`config.mk`:
```
export PLATFORM = sky130hd
export DESIGN_NAME = pulse_width_meter
export DESIGN_NICKNAME = d
export VERILOG_FILES = /design/src/rtl/pulse_width_meter.sv
export SDC_FILE = /design/constraint.sdc
export NUM_CORES = 1
export LEC_CHECK = 0
export ABC_AREA = 1
export BUFFER_PORTS_ARGS = -buffer_cell sky130_fd_sc_hd__clkbuf_2
export CORE_MARGIN = 5
export CORE_UTILIZATION = 30
export CTS_CLUSTER_DIAMETER = 150
export DETAILED_ROUTE_END_ITERATION = 7
export HOLD_SLACK_MARGIN = 0.15
export REMOVE_ABC_BUFFERS = 1
export SLEW_MARGIN = 0
export SYNTH_ARGS = -nofsm -noshare
export SYNTH_HDL_FRONTEND = slang
export SYNTH_SLANG_ARGS = --single-unit
```
`constraint.sdc`:
```
create_clock -name CLK -period 3.8 [get_ports CLK]
set_input_delay 0.57 -clock CLK [delete_from_list [all_inputs] [get_ports CLK]]
set_output_delay 0.57 -clock CLK [all_outputs]
set_load 0.02 [all_outputs]
```
`src/rtl/pulse_width_meter.sv`:
```
// Pulse high-time meter: counts enabled clock ticks while PULSE is high and
// reports the width (with a saturation flag) in a one-cycle VALID strobe.
module pulse_width_meter #(
    parameter int BW = 32
) (
    input  logic          CLK,
    input  logic          RST_N,
    input  logic          PULSE,
    input  logic          COUNT_EN,
    input  logic [BW-1:0] MAX_COUNTS,
    input  logic          ABORT,
    output logic          BUSY,
    output logic          VALID,
    output logic [BW-1:0] WIDTH,
    output logic          OVF,
    output logic [1:0]    DBG_STATE
);

    typedef enum logic [1:0] {
        IDLE   = 2'd0,
        MEAS   = 2'd1,
        REPORT = 2'd2
    } state_t;

    state_t        state_q, state_d;
    logic [BW-1:0] cnt_q, cnt_d;
    logic [BW-1:0] width_q, width_d;
    logic          ovf_q, ovf_d;
    logic          prev_q;
    logic [BW-1:0] lim;
    logic [BW-1:0] first_tick;
    logic          rise;

    // Handshake: VALID is a single-cycle strobe with no ready; WIDTH/OVF are
    // new in that cycle and hold until the next strobe.
    always_ff @(posedge CLK or negedge RST_N) begin
        if (!RST_N) begin
            state_q <= IDLE;
            cnt_q   <= '0;
            width_q <= '0;
            ovf_q   <= 1'b0;
            prev_q  <= 1'b1;
        end else begin
            state_q <= state_d;
            cnt_q   <= cnt_d;
            width_q <= width_d;
            ovf_q   <= ovf_d;
            prev_q  <= PULSE;
        end
    end

    always_comb begin
        lim        = (MAX_COUNTS == '0) ? '1 : MAX_COUNTS;
        rise       = ~prev_q & PULSE;
        first_tick = {{(BW-1){1'b0}}, COUNT_EN};
        state_d    = IDLE;
        cnt_d      = '0;
        width_d    = width_q;
        ovf_d      = ovf_q;
        case (state_q)
            IDLE: begin
                if (rise) begin
                    state_d = MEAS;
                    cnt_d   = first_tick;
                end
            end
            MEAS: begin
                if (ABORT) begin
                    state_d = IDLE;
                end else if (PULSE) begin
                    state_d = MEAS;
                    // A limit lowered below the count just freezes it.
                    if (COUNT_EN && (cnt_q < lim))
                        cnt_d = cnt_q + {{(BW-1){1'b0}}, 1'b1};
                    else
                        cnt_d = cnt_q;
                end else begin
                    state_d = REPORT;
                    width_d = cnt_q;
                    ovf_d   = (cnt_q == lim);
                end
            end
            REPORT: begin
                if (rise) begin
                    state_d = MEAS;
                    cnt_d   = first_tick;
                end
            end
            default: begin
                state_d = IDLE;
            end
        endcase
    end

    assign BUSY      = (state_q == MEAS);
    assign VALID     = (state_q == REPORT);
    assign WIDTH     = width_q;
    assign OVF       = ovf_q;
    assign DBG_STATE = state_q;

endmodule

```
==> results of run 1 <==
-- metal layers --
layer  global-route usage (%)  share of wire, %
met4                     5.43               2.1
met2                     25.6                43
met1                     23.7                49
met5                        0                 0
met3                     4.15               6.2
-- flip-flops by register name (all words and copies together), names as in the netlist --
name	count
WIDTH	32
cnt_q	32
DBG_STATE	2
OVF	1
prev_q	1
-- area by class of cell --
cell class              instances  area share, %
multi-input cells             561           48.6
flip-flops and latches         68           29.9
repair buffers                 81           7.90
well taps                     216           4.74
clock buffers                  13           4.57
inverters                      54           3.56
clock inverters                 3          0.790
-- final timing paths --
path	end	slack, ps	cells after the start
setup / recovery	cnt_q[2]	560	18
hold / removal	WIDTH[4]	440	2
setup reg to reg	cnt_q[2]	1430	7
hold reg to reg	WIDTH[7]	470	2
max in group asynchronous	WIDTH[29]	2780	2
min in group CLK	prev_q	450	1
-- cells by family after synthesis --
family	Yosys count
flip-flops	68
AO/OA/AOI/OAI	51
XOR/XNOR	3
AND/OR/NAND/NOR	474
buffers and inverters	81
adder cells (fa/ha/maj)	33
-- cell usage after synthesis (all sizes together) --
cell type / n
xor2: 3
inv: 54
nor2: 101
dfstp: 1
o21a: 1
a21o: 1
nand2: 252
ha: 33
nor3: 26
buf: 22
dfrtp: 67
or2: 1
nand4: 9
a21oi: 11
clkbuf: 5
nor4: 11
o21ai: 37
o22ai: 1
nand3: 74
-- power groups by stage --
stage               Clock (mW)  Combinational, mW  Sequential [mW]
finish                   0.881              0.217            0.766
detailed placement           0              0.221            0.780
global placement             0              0.220            0.779
global route             0.933              0.244            0.770
CTS                      0.903              0.222            0.767
floorplan                    0             0.0770            0.809
-- metrics by stage --
step | setup slack, ps | utilization [%]
floorplan | 48.1 | -
global placement | 177 | 34.1
detailed placement | 184 | 34.1
CTS | 539 | 36.0
global route | 298 | 36.0
finish | 562 | 36.0
==> run_results.csv, run 1 <==
group,metric,value,unit
floorplan,core-area,0.0158,mm2
pwr,switchingPower,504,uW
final_layout,syn_to_final_growth,17.8,%
critical_path,crit_path_start_kind,"primary input",
final_layout,multi_input_area,0.00277,mm2
final_layout,final-seq-area,0.00170,mm2
logic_synthesis,yosysTopAreaCell,"dfrtp_1",
timing,fin_skew,5.65,ps
clocking,cts_buffer_depth,2,
final_layout,fillers,1716,
critical_path,slowest_stage,"nor4_1",
outcome,status,"complete, no violations",
timing,period_share,85.2,%
pwr,power_density,327,mW/mm2
floorplan,fp.dieW,137,um
logic_synthesis,syn-instance-count,710,
place,place_congestion,0.896,
critical_path,critPathBufInv,2,
place,portBuffers,73,
route,drt_pass1_iterations,5,
pwr,irDropWorstVdd,0.000234,V
logic_synthesis,synth_top_family_by_area,"simple AND/OR/NAND/NOR gates",
final_layout,finalNetCount,845,
critical_path,crit_top_cell,"nand2_1",
place,place_area,0.00539,mm2
critical_path,max_stage_delay,470,ps
final_layout,final_area,0.00570,mm2
timing,setup_viol,0,
critical_path,crit_start,"MAX_COUNTS[20]",
logic_synthesis,synth-xor-area-share,0.543,%
logic_synthesis,synthSimpleGateAreaFrac,42.7,%
clocking,root_buffer,"clkbuf_16",
critical_path,critPathTopFamily,"simple AND/OR/NAND/NOR gates",
final_layout,fin_cells,996,
logic_synthesis,synthAdderAreaFrac,8.53,%
pwr,sw_frac_of_total,27.0,%
pwr,clockPowerShare,47.3,%
global_route,grt_pass1_vias,4637,
clocking,cts.sinks,68,
logic_synthesis,postSynthAreaPerCell,6.81,um2
route,vias,4707,
clocking,path_clk_slew,60,ps
floorplan,io_pins,74,
logic_synthesis,yosysTopAreaCellShare,34.7,%
route,vias_per_cell,4.73,
pwr,p_leak,2.73,nW
place,hpwl,10.8,mm
critical_path,reg2reg_from,"DBG_STATE[0]",
logic_synthesis,yosysSeqAreaShare,35.2,%
logic_synthesis,ys_warn_count,0,
critical_path,crit_path_max_fanout,31,
clocking,post-cts-setup-buffer-count,0,
pwr,p_seq_share,41.1,%
route,totalWireLength,15.0,mm
critical_path,crit_chain,"clkbuf_2 > nor4_1 > nand4_1 > nor2_2 > buf_12 > nor2_1 > ha_1 > nand2_2 > nor2_4 > nand2_2 > nor2_2 > nand2_1 > nand4_1 > nand2_1 > nand2_2 > nand2_4 > nand2_1 > nand2_1",
critical_path,crit_required,4030,ps
worst_hold_path,hold_path.class,"primary input to async pin",
timing,finalCriticalPeriod,3240,ps
final_layout,layout_commonest_cell,"nand2_1",
floorplan,die_area,0.0188,mm2
clocking,cts_tree,"built",
final_layout,drive_gt1_share,16.5,%
clocking,cts_resized,0,
clocking,cts_made_buffers,9,
clocking,clk_latency,350,ps
timing,rsz0062_at_grt,"false",
run,timing.max_cap.violations,0,
timing,relSlewSlack,35.8,%
floorplan,start_util,30.6,%
timing,setup-tns-final,0,ps
logic_synthesis,synth_compound_gate_area_share,5.40,%
logic_synthesis,ys_top_cells_by_area,"dfrtp_1, nand2_1, ha_1",
route,wl_per_cell,15.1,um
pwr,p_comb_share,11.7,%
logic_synthesis,synth.area.mux_share,0,%
place,placed_cells,980,
timing,final_hold_viol_count,0,
critical_path,arrival,3470,ps
final_layout,num_antenna_cells,0,
critical_path,crit_type,"primary input to flop",
critical_path,crit_path_end_kind,"flop",
route,drt.antenna.violating_nets,0,
route,drcViolationCount,0,
global_route,grt_max_degree,69,
timing,worst_pin_slew,963,ps
floorplan,die_h,137,um
global_route,grt_overflow_total,0,
pwr,internal-power,1.36,mW
global_route,grt_pass1_wl,24.6,mm
clocking,holdBufCountCts,0,
logic_synthesis,ys_seq_elements,68,
floorplan,rows,46,
timing,max_freq,309,MHz
logic_synthesis,syn_area,0.00484,mm2
timing,holdWs,442,ps
timing,slew_violations,0,
final_layout,mostFrequentLayoutCells,"nand2_1, nor2_1, nand3_1, clkbuf_2, dfrtp_1",
logic_synthesis,synth_cell_types,31,
pwr,p_total,1.87,mW
clocking,h-tree-depth,3,
global_route,grt.total_usage,16.9,%
route,drt-initial-drc-count,382,
global_route,antenna_found_initial,0,
(Power assumes the default switching activity.)
==> run 2: changes to the inputs <==
--- a/config.mk
+++ b/config.mk
@@ -11,7 +11,9 @@
 export CORE_UTILIZATION = 30
 export CTS_CLUSTER_DIAMETER = 150
 export DETAILED_ROUTE_END_ITERATION = 7
+export GPL_ROUTABILITY_DRIVEN = 0
 export HOLD_SLACK_MARGIN = 0.15
+export RECOVER_POWER = 25
 export REMOVE_ABC_BUFFERS = 1
 export SLEW_MARGIN = 0
 export SYNTH_ARGS = -nofsm -noshare
==> run 2 against run 1 <==
Against the previous run: the run now ends with max-capacitance violations, max-slew violations left; highest routed layer unchanged; sequential share of layout area barely moved; hold slack improved by 30 ps; critical endpoint unchanged; global-route usage did not move; wire length barely moved; count of clock-buffer cells in the layout did not move; non-clock buffer count did not move; clock skew did not move; die area did not move.
==> run_results.csv, run 2 (synthesis results as in run 1) <==
group,metric,value,unit
outcome,status,"complete, but fails checks",
outcome,violations,"max-capacitance violations, max-slew violations",
timing,setup_viol,0,
final_layout,num_antenna_cells,0,
clocking,clk_latency,350,ps
floorplan,die_area,0.0188,mm2
route,wl_per_cell,15.1,um
route,drt_pass1_iterations,5,
timing,max_freq,309,MHz
place,place_area,0.00539,mm2
global_route,grt_max_degree,69,
timing,slew_violations,69,
critical_path,crit_path_start_kind,"primary input",
clocking,cts_resized,0,
global_route,grt_pass1_wl,24.6,mm
timing,setup-tns-final,0,ps
clocking,cts.sinks,68,
route,drt.antenna.violating_nets,0,
route,drt-initial-drc-count,382,
timing,fin_skew,5.65,ps
floorplan,fp.dieW,137,um
timing,final_hold_viol_count,0,
critical_path,arrival,3470,ps
final_layout,final_area,0.00570,mm2
global_route,grt.total_usage,16.9,%
floorplan,io_pins,74,
final_layout,drive_gt1_share,16.4,%
final_layout,syn_to_final_growth,17.7,%
place,hpwl,10.8,mm
timing,rsz0062_at_grt,"false",
floorplan,die_h,137,um
pwr,p_total,1.86,mW
timing,relSlewSlack,-17.5,%
final_layout,fin_cells,996,
pwr,irDropWorstVdd,0.000234,V
final_layout,mostFrequentLayoutCells,"nand2_1, nor2_1, nand3_1, clkbuf_2, dfrtp_1",
clocking,cts_buffer_depth,2,
worst_hold_path,hold_path.class,"flop to flop",
place,pre_cts_slack,184,ps
final_layout,finalNetCount,845,
critical_path,crit_required,4030,ps
critical_path,crit_path_max_fanout,31,
run,timing.max_cap.violations,1,
timing,worst_pin_slew,1760,ps
global_route,grt_pass1_vias,4637,
place,placed_cells,980,
timing,finalCriticalPeriod,3240,ps
timing,setup_slack,562,ps
critical_path,crit_type,"primary input to flop",
final_layout,fillers,1718,
pwr,p_leak,2.73,nW
pwr,power_density,327,mW/mm2
floorplan,core-area,0.0158,mm2
route,drcViolationCount,0,
place,portBuffers,73,
clocking,path_clk_slew,60,ps
global_route,antenna_found_initial,0,
final_layout,layout_commonest_cell,"nand2_1",
final_layout,post-route-util,36.0,%
clocking,cts_made_buffers,9,
clocking,cts_tree,"built",
route,vias,4707,
clocking,post-cts-setup-buffer-count,0,
timing,holdWs,472,ps
route,vias_per_cell,4.73,
clocking,h-tree-depth,3,
critical_path,crit_path_end_kind,"flop",
floorplan,start_util,30.6,%
global_route,grt_overflow_total,0,
clocking,root_buffer,"clkbuf_16",
floorplan,rows,46,
timing,period_share,85.2,%
route,totalWireLength,15.0,mm
clocking,holdBufCountCts,0,
==> run 2: changes by cell type in the layout (fill, tap and decap cells not counted) <==
| cell | delta |
|---|---|
| buf_4 | -1 |
| clkbuf_1 | +1 |
==> run 2: worst max-delay path: stages <==
cell,delay [ps]
clkbuf_2,110
nor4_1,470
nand4_1,300
nor2_2,260
buf_12,190
nor2_1,70
ha_1,300
nand2_2,80
nor2_4,140
nand2_2,70
nor2_2,100
nand2_1,60
nand4_1,60
nand2_1,80
nand2_2,120
nand2_4,240
nand2_1,160
nand2_1,60
==> run 2: metal layers <==
metal	part of all wire [%]	GRT usage, %	wire length, um	vias to the layer above
li1	-	-	-	2433
met1	49	23.7	7350	2119
met2	43	25.6	6420	133
met3	6.2	4.15	935	22
met4	2.1	5.43	317	0
met5	0	0	0	-
==> run 2: report_power, final <==
part	switching, mW	internal [mW]	leakage (nW)
clock network	0.337	0.545	0.142
logic	0.152	0.0651	1.66
registers	0.0156	0.751	0.927
==> run 2: final cells by class <==
class | count | area, um2 | area share [%]
Multi-Input combinational cell | 561 | 2770 | 48.6
Tap cell | 216 | 270 | 4.75
Clock buffer | 13 | 260 | 4.57
Clock inverter | 3 | 45.0 | 0.791
Sequential cell | 68 | 1700 | 29.9
Inverter | 54 | 203 | 3.56
Timing Repair Buffer | 81 | 447 | 7.84
==> run 2: final timing paths <==
kind | cells after the start | from | endpoint | slack (ps)
max | 18 | MAX_COUNTS[20] | cnt_q[2] | 560
max in group asynchronous | 2 | RST_N | WIDTH[29] | 1980
min reg2reg | 2 | WIDTH[7] | WIDTH[7] | 470
min in group asynchronous | 2 | RST_N | WIDTH[4] | 790
min | 2 | WIDTH[7] | WIDTH[7] | 470
max reg2reg | 7 | DBG_STATE[0] | cnt_q[2] | 1430
==> run 3: changes to the inputs <==
--- a/config.mk
+++ b/config.mk
@@ -7,12 +7,16 @@
 export LEC_CHECK = 0
 export ABC_AREA = 1
 export BUFFER_PORTS_ARGS = -buffer_cell sky130_fd_sc_hd__clkbuf_2
+export CELL_PAD_IN_SITES_DETAIL_PLACEMENT = 2
+export CELL_PAD_IN_SITES_GLOBAL_PLACEMENT = 2
 export CORE_MARGIN = 5
 export CORE_UTILIZATION = 30
+export CTS_BUF_LIST = sky130_fd_sc_hd__clkbuf_2 sky130_fd_sc_hd__clkbuf_4 sky130_fd_sc_hd__clkbuf_8
 export CTS_CLUSTER_DIAMETER = 150
 export DETAILED_ROUTE_END_ITERATION = 7
 export GPL_ROUTABILITY_DRIVEN = 0
 export HOLD_SLACK_MARGIN = 0.15
+export PLACE_DENSITY_LB_ADDON = 0.1
 export RECOVER_POWER = 25
 export REMOVE_ABC_BUFFERS = 1
 export SLEW_MARGIN = 0
==> constraint.sdc (replaced) <==
create_clock -name CLK -period 3.45 [get_ports CLK]
set_input_delay 0.5175 -clock CLK [delete_from_list [all_inputs] [get_ports CLK]]
set_output_delay 0.5175 -clock CLK [all_outputs]
set_load 0.02 [all_outputs]
==> run 3 against run 2 <==
Against the previous run: the flow still finishes with violations (max-capacitance violations, max-slew violations); non-clock buffer count grew 5; count of clock-buffer cells in the layout is 3 lower; cell count up 0.30%; total power down 0.51%; sequential share of layout area increased by 0.15 points; sequential cell count did not move; die area stayed put; critical path depth down 1; global-route usage up 4.4 points; hold slack got worse by 61 ps; largest cell class unchanged.
==> run_results.csv, run 3 (synthesis results as in run 1) <==
group,metric,value,unit
critical_path,crit_path_max_fanout,31,
floorplan,rows,46,
pwr,p_total,1.86,mW
global_route,grt_max_degree,69,
timing,worst_pin_slew,1870,ps
final_layout,finalNetCount,850,
route,wl_per_cell,18.9,um
timing,fin_skew,11.6,ps
clocking,cts_made_buffers,9,
route,drcViolationCount,0,
global_route,grt.total_usage,21.3,%
pwr,irDropWorstVdd,0.000205,V
clocking,clk_latency,370,ps
place,place_area,0.00543,mm2
critical_path,crit_path_start_kind,"primary input",
floorplan,fp.dieW,137,um
floorplan,start_util,30.6,%
worst_hold_path,hold_path.class,"primary input to flop",
floorplan,io_pins,74,
final_layout,syn_to_final_growth,17.1,%
global_route,grt_pass1_vias,5597,
final_layout,final_area,0.00567,mm2
outcome,status,"complete, but fails checks",
route,drt.antenna.violating_nets,0,
clocking,cts_resized,1,
final_layout,fillers,1958,
final_layout,drive_gt1_share,17.4,%
route,vias_per_cell,5.10,
final_layout,post-route-util,35.8,%
route,totalWireLength,18.8,mm
global_route,antenna_found_initial,0,
floorplan,die_area,0.0188,mm2
final_layout,mostFrequentLayoutCells,"nand2_1, nor2_1, nand3_1, clkbuf_2, dfrtp_1",
timing,setup_slack,290,ps
timing,finalCriticalPeriod,3160,ps
critical_path,crit_type,"primary input to flop",
clocking,h-tree-depth,3,
run,timing.max_cap.violations,1,
clocking,cts.sinks,68,
clocking,path_clk_slew,80,ps
outcome,violations,"max-capacitance violations, max-slew violations",
final_layout,layout_commonest_cell,"nand2_1",
clocking,root_buffer,"clkbuf_8",
critical_path,arrival,3420,ps
clocking,cts_buffer_depth,2,
route,vias,5098,
pwr,power_density,327,mW/mm2
place,placed_cells,985,
timing,max_freq,317,MHz
global_route,grt_pass1_wl,30.4,mm
global_route,grt_overflow_total,0,
clocking,holdBufCountCts,0,
timing,relSlewSlack,-24.8,%
route,drt_pass1_iterations,4,
pwr,p_leak,2.71,nW
timing,rsz0062_at_grt,"false",
final_layout,fin_cells,999,
place,portBuffers,73,
timing,period_share,91.6,%
route,drt-initial-drc-count,183,
floorplan,die_h,137,um
timing,slew_violations,69,
clocking,cts_tree,"built",
clocking,post-cts-setup-buffer-count,0,
critical_path,crit_required,3720,ps
floorplan,core-area,0.0158,mm2
place,hpwl,14.2,mm
place,pre_cts_slack,-439,ps
critical_path,crit_path_end_kind,"flop",
timing,setup_viol,0,
final_layout,num_antenna_cells,0,
timing,final_hold_viol_count,0,
run 3: cell types whose count changed in the layout (fill, tap and decap cells not counted), sizes merged:
cell,previous run,this run
buf,8,13
bufinv,1,2
clkbuf,86,83
run 3: metrics by stage:
stage	hold WS, ps	TNS (ps)
floorplan	222	-7730
global placement	458	-9320
detailed placement	469	-12140
CTS	319	0
global route	407	0
finish	412	0
run 3: worst paths after layout:
path | startpoint | to | slack, ps | cells after the start
worst max-delay path | MAX_COUNTS[8] | cnt_q[27] | 290 | 17
worst min-delay path | PULSE | prev_q | 410 | 1
worst max register to register | DBG_STATE[0] | OVF | 970 | 8
worst min register to register | WIDTH[1] | WIDTH[1] | 480 | 2
max in group asynchronous | RST_N | cnt_q[9] | 1680 | 1
min in group asynchronous | RST_N | WIDTH[6] | 640 | 1
run 3: layer usage:
metal / share of wire, % / global-route usage (%)
met1: 45 / 27.6
met2: 50 / 36.3
met3: 2.3 / 2.76
met4: 2.6 / 7.21
met5: 0 / 0
run 3: layout make-up:
type                       instances  area, um2  share of cell area [%]
clock buffer                      10        138                    2.43
clock inverter                     4       75.1                    1.32
inverter                          54        203                    3.58
multi-input combinational        561       2790                    49.2
sequential                        68       1700                    30.0
tap                              216        270                    4.77
timing repair buffer              86        490                    8.65
run 3: report_power, final:
group          internal [mW]  total (mW)  leakage (nW)  switching (mW)
registers              0.826       0.843         0.927          0.0176
logic                 0.0742       0.253          1.68           0.179
clock network          0.419       0.759         0.100           0.340
run 3: worst max-delay path, stage by stage:
cell	delay [ps]
clkbuf_2	90
nor4_1	460
nand4_1	170
buf_4	170
nor2_2	200
buf_6	200
nor2_1	60
ha_1	290
nand2_1	80
nor2_1	160
nand2_1	110
nor2_2	220
nand2_1	120
nand2_2	170
nand2_8	190
nand2_1	140
nand2_1	60
